--- src/rtl/acc_pkg.sv ---
// acc_pkg: shared types and float constants for the window accumulator path.
// Holds the controller state encoding and float32 literals.
package acc_pkg;

  localparam int FP_W = 32;

  localparam logic [FP_W-1:0] FP_ZERO = 32'h0000_0000;
  localparam logic [FP_W-1:0] FP_ONE  = 32'h3F80_0000;

  typedef enum logic [1:0] {
    ACCUM     = 2'd0,
    DRAIN     = 2'd1,
    CAPTURE   = 2'd2,
    FLUSH_CLR = 2'd3
  } acc_state_e;

endpackage

--- src/rtl/acc_window_ctrl.sv ---
// acc_window_ctrl: feeds products to the float32 accumulator, counts windows,
// waits out accumulator latency and hands each window sum downstream.
module acc_window_ctrl
  import acc_pkg::*;
#(
  parameter int N_TERMS = 9,
  parameter int ACC_LAT = 1,
  parameter int CNT_W   = 16
) (
  input  logic             clk,
  input  logic             rst,
  input  logic [FP_W-1:0]  in_data,
  input  logic             in_valid,
  output logic             in_ready,
  input  logic             flush,
  output logic [FP_W-1:0]  acc_op_b,
  output logic             acc_en,
  output logic             acc_clr,
  input  logic [FP_W-1:0]  acc_sum,
  output logic [FP_W-1:0]  out_data,
  output logic             out_valid,
  input  logic             out_ready,
  output logic [CNT_W-1:0] win_count
);

  localparam int WAIT_W    = $clog2(ACC_LAT + 1);
  localparam int DRAIN_END = (ACC_LAT > 1) ? ACC_LAT - 2 : 0;

  localparam logic [CNT_W-1:0]  LAST_T = CNT_W'(N_TERMS - 1);
  localparam logic [WAIT_W-1:0] W_END  = WAIT_W'(DRAIN_END);

  acc_state_e r_state;
  acc_state_e w_state_nxt;

  logic [CNT_W-1:0]  r_term_cnt;
  logic [WAIT_W-1:0] r_wait;
  logic [FP_W-1:0]   r_out_data;
  logic              r_out_valid;
  logic [CNT_W-1:0]  r_win_count;

  logic w_last;
  logic w_in_ready;
  logic w_accept;
  logic w_flush_hit;

  assign w_last      = (r_term_cnt == LAST_T);
  assign w_flush_hit = (r_state == ACCUM) & flush;

  // Last term waits while the previous sum is unread, so CAPTURE never
  // overwrites a pending result.
  assign w_in_ready = (r_state == ACCUM) & ~flush &
                      (~w_last | ~r_out_valid);
  assign w_accept   = in_valid & w_in_ready;

  assign in_ready  = w_in_ready;
  assign acc_en    = w_accept;
  assign acc_op_b  = in_data;
  assign acc_clr   = (r_state == CAPTURE) | (r_state == FLUSH_CLR);
  assign out_data  = r_out_data;
  assign out_valid = r_out_valid;
  assign win_count = r_win_count;

  always_ff @(posedge clk or posedge rst) begin
    if (rst) begin
      r_state <= ACCUM;
    end else begin
      r_state <= w_state_nxt;
    end
  end

  always_comb begin
    w_state_nxt = r_state;
    unique case (r_state)
      ACCUM: begin
        if (flush) begin
          w_state_nxt = FLUSH_CLR;
        end else if (w_accept && w_last) begin
          w_state_nxt = (ACC_LAT > 1) ? DRAIN : CAPTURE;
        end
      end
      DRAIN: begin
        if (r_wait == W_END) begin
          w_state_nxt = CAPTURE;
        end
      end
      CAPTURE: begin
        w_state_nxt = ACCUM;
      end
      FLUSH_CLR: begin
        w_state_nxt = ACCUM;
      end
    endcase
  end

  always_ff @(posedge clk or posedge rst) begin
    if (rst) begin
      r_term_cnt <= '0;
    end else if (w_flush_hit) begin
      r_term_cnt <= '0;
    end else if (w_accept) begin
      r_term_cnt <= w_last ? '0 : r_term_cnt + 1'b1;
    end
  end

  always_ff @(posedge clk or posedge rst) begin
    if (rst) begin
      r_wait <= '0;
    end else if (r_state == DRAIN) begin
      r_wait <= r_wait + 1'b1;
    end else begin
      r_wait <= '0;
    end
  end

  always_ff @(posedge clk or posedge rst) begin
    if (rst) begin
      r_out_data  <= FP_ZERO;
      r_out_valid <= 1'b0;
      r_win_count <= '0;
    end else if (r_state == CAPTURE) begin
      r_out_data  <= acc_sum;
      r_out_valid <= 1'b1;
      r_win_count <= r_win_count + 1'b1;
    end else if (r_out_valid && out_ready) begin
      r_out_valid <= 1'b0;
    end
  end

endmodule

--- config.mk ---
export PLATFORM = sky130hd
export DESIGN_NAME = acc_window_ctrl
export DESIGN_NICKNAME = d
export VERILOG_FILES = /design/src/rtl/acc_pkg.sv /design/src/rtl/acc_window_ctrl.sv
export SDC_FILE = /design/constraint.sdc
export NUM_CORES = 1
export LEC_CHECK = 0
export CORE_MARGIN = 2
export CORE_UTILIZATION = 40
export CTS_BUF_LIST = sky130_fd_sc_hd__clkbuf_4 sky130_fd_sc_hd__clkbuf_8
export CTS_CLUSTER_DIAMETER = 150
export DETAILED_ROUTE_END_ITERATION = 10
export PLACE_DENSITY = 0.86
export SLEW_MARGIN = 20
export SYNTH_ARGS = -nofsm -noshare
export SYNTH_HDL_FRONTEND = slang
export SYNTH_SLANG_ARGS = --single-unit
--- constraint.sdc ---
create_clock -name clk -period 2.9 [get_ports clk]
set_clock_uncertainty 0.2 [all_clocks]
set_input_delay 0.29 -clock clk [delete_from_list [all_inputs] [get_ports clk]]
set_output_delay 0.29 -clock clk [all_outputs]
set_load 0.02 [all_outputs]
After elaboration in Yosys (flattened, before gate mapping)
Cells that the tools add are included.
{ "totals": {"reg_bits": 68, "input_bits": 69, "output_inout_bits": 84, "elab_cells": 41} }
{ "classes": {"addsub": 3, "n_eq_ne": 6, "n_mux": 10, "bitwise": 9, "n_reduce_logical": 7} }
{ "ops": {"columns": ["cell", "count"], "rows": [
  ["16-bit 2-to-1 mux", 3],
  ["16-bit by 1-bit adder with 16-bit output (second input constant)", 2],
  ["16-bit by 4-bit == test with 1-bit output (second input constant)", 1],
  ["2-bit 2-to-1 mux", 3],
  ["2-bit one-hot mux with 3 select lines", 1],
  ["1-bit AND", 4],
  ["2-bit == test (second input constant)", 2],
  ["2-bit nonzero test", 2],
  ["1-bit 2-to-1 mux", 3],
  ["3-bit by 2-bit inequality test with 1-bit output (second input constant)", 1],
  ["1-bit NOT", 3],
  ["2-bit by 1-bit == test with 1-bit output (second input constant)", 1],
  ["1-bit logical AND", 2],
  ["2-bit logical NOT", 1],
  ["2-bit inequality test (second input constant)", 1],
  ["1-bit bitwise OR", 2],
  ["2-bit AND reduction", 1],
  ["2-bit OR reduction", 1],
  ["1-bit adder (second input constant)", 1]
]} }

Logic depth before layout (Yosys ltp)
{ "depth": {"ltp_word": 9, "ltp_mapped": 6, "mapped_depth_nobuf": 6} }

Least setup slack after synthesis
Ideal clock, no wire load.
{ "synth_path": {"path_kind": "reg2out", "start": "reg r_term_cnt[0]", "end": "out in_ready", "t_arrival_ps": 1754, "required_ps": 2410, "slack_ps": 656, "path_stages_with_launch": 7, "n_path_buf": 0, "path_cell_list": "dfrtp_1 inv_1 ha_1 nor4b_1 and4_1 and2_1 nor4_1"} }
{ "synth_between": {"elab_chain_len": 4} }
{ "synth_rtl": {"columns": ["element", "line", "source"], "rows": [
  ["start: declaration", "acc_window_ctrl.sv:35", "logic [CNT_W-1:0] r_term_cnt;"],
  ["start signal: assignment", "acc_window_ctrl.sv:101", "r_term_cnt <= w_last ? '0 : r_term_cnt + 1'b1;"],
  ["16-bit by 4-bit == test with 1-bit output", "acc_window_ctrl.sv:46", "assign w_last = (r_term_cnt == LAST_T);"],
  ["1-bit NOT", "acc_window_ctrl.sv:52", "(~w_last | ~r_out_valid);"],
  ["1-bit bitwise OR", "acc_window_ctrl.sv:52", null],
  ["1-bit AND", "acc_window_ctrl.sv:51", "assign w_in_ready = (r_state == ACCUM) & ~flush &"],
  ["end: declaration", "acc_window_ctrl.sv:14", "output logic in_ready,"]
]} }
No other way between the ends.

Worst setup path after layout
{ "layout_path": {"start": "reg r_term_cnt[0]", "end": "out acc_en"} }
{ "layout_between": {"elab_chain_len": 5} }
{ "layout_rtl": {"columns": ["element", "line", "source"], "rows": [
  ["16-bit by 4-bit == test with 1-bit output", "acc_window_ctrl.sv:46", null],
  ["1-bit NOT", "acc_window_ctrl.sv:52", null],
  ["1-bit bitwise OR", "acc_window_ctrl.sv:52", null],
  ["1-bit AND", "acc_window_ctrl.sv:51", null],
  ["1-bit AND", "acc_window_ctrl.sv:53", "assign w_accept = in_valid & w_in_ready;"],
  ["end: declaration", "acc_window_ctrl.sv:17", "output logic acc_en,"]
]} }
No other way between the ends.

==> metrics.yaml <==
outcome: "finished, final reports clean"
gp_congestion: 0.8652
grt_max_degree: 39
cellPowerDensity_nw_per_um2: 1030
synth_seq_area_share: 0.5189
ff2ff_path_depth: 5
worst-setup-path-type: "reg2out"
arrival_ps: 2290
first_iter_violations: 122
synthSimpleGateAreaFrac: 0.1477
hold_ws_ps: 13.31
maxSlewHeadroom: 0.5625
start_util: 0.4052
drc: 0
slew_viol_final: 0
grt_pass1_vias: 2437
worst-endpoint-required_ps: 2410
synth.area.mux_share: 0.1255
grt_pass1_wl_um: 11650
routedWlPerCell_um: 15.55
ys_ff_latch: 68
vias_per_cell: 5.170
detail-route-antenna-nets: 0
cts_sinks: 68
setup_ws_ps: 123.3
dp_hpwl_um: 5007
fin_setup_tns_ps: 0
cts_buffers: 9
finalCritPeriodShare: 0.9575
synth_fa_ha_area_frac: 0.01145
grt_setup_unrepaired: "no"
maxCapViolations: 0
fin_crit_ps: 2777
syn_nets: 352
async_flop_share: 1.000
max_freq_mhz: 360.1
end_kind: "output pin"
synth.distinct_cells: 41
syn_inst: 280
totalWireLength_um: 7027
n_antenna_cell: 0
synth-edff-count: 0
areaGrowthSynthToFinish_pct: 32.47
synth_area_sq_um: 3279
io_buffers: 88
num_io_pins: 153
antenna_found_initial: 0
clk_pin_slew_ps: 80
place_ws_ps: 302.4
drive_gt1_frac: 0.1931
setup_violations: 0
synth_area_per_cell_sq_um: 11.71
grt_use_total: 0.1670
worstMarginPinSlew_ps: 650.3
path_max_fanout: 5
root_buffer: "clkbuf_8"
rows: 33
layout.cells.non_filler: 452
synth_compound_area_frac: 0.03319
synth-xor-area-share: 0.06410
clkLatencyLatePin_ps: 340
ir_worst_vdd_uv: 600.3
synth_top_family_by_area: "simple AND/OR/NAND/NOR gates"
n_fill_cell: 732
hold_violations: 0
grt_overflow: 0
die_y_um: 94.55
dp.cells: 437
dieWidth_um: 94.55
clk_path_buf_depth: 2
core_area_sq_um: 8093
vias: 2337
startpoint_type: "register"
hp-class: "in2async"
synthFlopType: "dfrtp_1"
yosysWarnings: 0
dr.pass1.iters: 4
layout.nets: 415
p_leak_nw: 1.826
htree_levels: 3
die-area_sq_um: 8939
cts_tree: "yes"
## routing by layer
metal  part of all wire  global-route usage  up-vias
li1                   -                   -     1066
met1               0.40              0.1953     1137
met2               0.47              0.2649      120
met3               0.11             0.07582       14
met4              0.022             0.07367        0
met5                  0                   0        -
## cell usage after synthesis, drive strengths merged, types with 3 or more instances
library cell | number | area share
xor2 | 8 | 0.021
nand4 | 8 | 0.017
and4 | 3 | 0.0080
ha | 3 | 0.011
dfrtp | 68 | 0.52
nor4 | 8 | 0.023
inv | 8 | 0.0092
nor4b | 3 | 0.0080
buf | 38 | 0.084
a211oi | 3 | 0.0069
and3 | 3 | 0.0057
mux2 | 33 | 0.11
nand3 | 10 | 0.015
nand2 | 13 | 0.015
nor3 | 9 | 0.017
clkbuf | 5 | 0.0057
mux2i | 4 | 0.012
nor2 | 16 | 0.018
xnor2 | 16 | 0.043
## cell usage in the layout, fill, tap and decap left out, types with 4 or more instances in the layout
cell and count:
nand3_1 10, inv_1 7, buf_4 6, nor4_1 4, nor2_1 16, mux2i_1 4
nand4_1 7, mux2_2 33, clkdlybuf4s50_1 87, clkbuf_8 9, xor2_1 8, xnor2_1 16
bufinv_16 4, dfrtp_1 68, nand2_1 13, nor3_1 8, nor4_2 4
## area by class of cell
type | count | area [sq um] | share of cell area
flip-flops and latches | 68 | 1702 | 0.3917
repair buffers | 95 | 944.7 | 0.2175
inverters | 8 | 30.03 | 0.006912
clock buffers | 9 | 123.9 | 0.02851
well taps | 105 | 131.4 | 0.03024
multi-input cells | 161 | 1275 | 0.2935
clock inverters | 6 | 137.6 | 0.03168
## cells by family (layout without fill, tap and decap cells)
| family | Yosys count | after routing |
|---|---|---|
| muxes | 37 | 37 |
| DFF | 68 | 68 |
| buffers and inverters | 51 | 118 |
| adders and majority gates | 3 | 3 |
| AOI/OAI and AO/OA | 15 | 15 |
| xor gates and xnor gates | 24 | 24 |
| and+or+nand+nor | 82 | 82 |
## critical path, cell delays in order (launching register included)
cell,delay (ps)
dfrtp_1,430
inv_1,100
ha_1,150
nor4b_2,240
and4_4,310
and2_1,160
nor2_1,50
clkdlybuf4s50_1,520
## registers in the layout, summed over array words and instances, names as in the netlist
register    count
win_count      16
out_data       32
r_term_cnt     16
r_state         2
out_valid       1
r_wait          1
## metrics by stage
stage	power (mW)	cell area [sq um]	utilization
after floorplan	2.660	3279	-
after global placement	3.387	4069	0.5028
after detailed placement	3.456	4069	0.5028
after CTS	4.503	4330	0.5351
after global routing	4.724	4344	0.5368
final	4.474	4344	0.5368
## timing repair
action                                  CTS  global route
gates resized for setup                   2             3
hold endpoints to repair                  0             0
endpoints found under the setup margin    2             1
hold buffers                              0             0
buffers inserted                          0             0
## worst paths after layout
path | from | to | slack [ps]
setup reg to reg | r_state[1] | r_term_cnt[15] | 520
min in group clk | win_count[15] | win_count[15] | 270
max in group asynchronous | rst | win_count[15] | 1920
hold reg to reg | win_count[15] | win_count[15] | 270
hold / removal | rst | out_data[0] | 10
setup / recovery | r_term_cnt[0] | acc_en | 120
## where the power goes
group	internal, mW	switching [mW]	total [mW]	leakage, nW
Clock	0.656	0.366	1.02	0.129
Combinational	1.00	0.919	1.92	0.840
Sequential	1.27	0.257	1.53	0.857
Total	2.93	1.54	4.47	1.83
No activity file was read; power rests on OpenSTA's default activity.
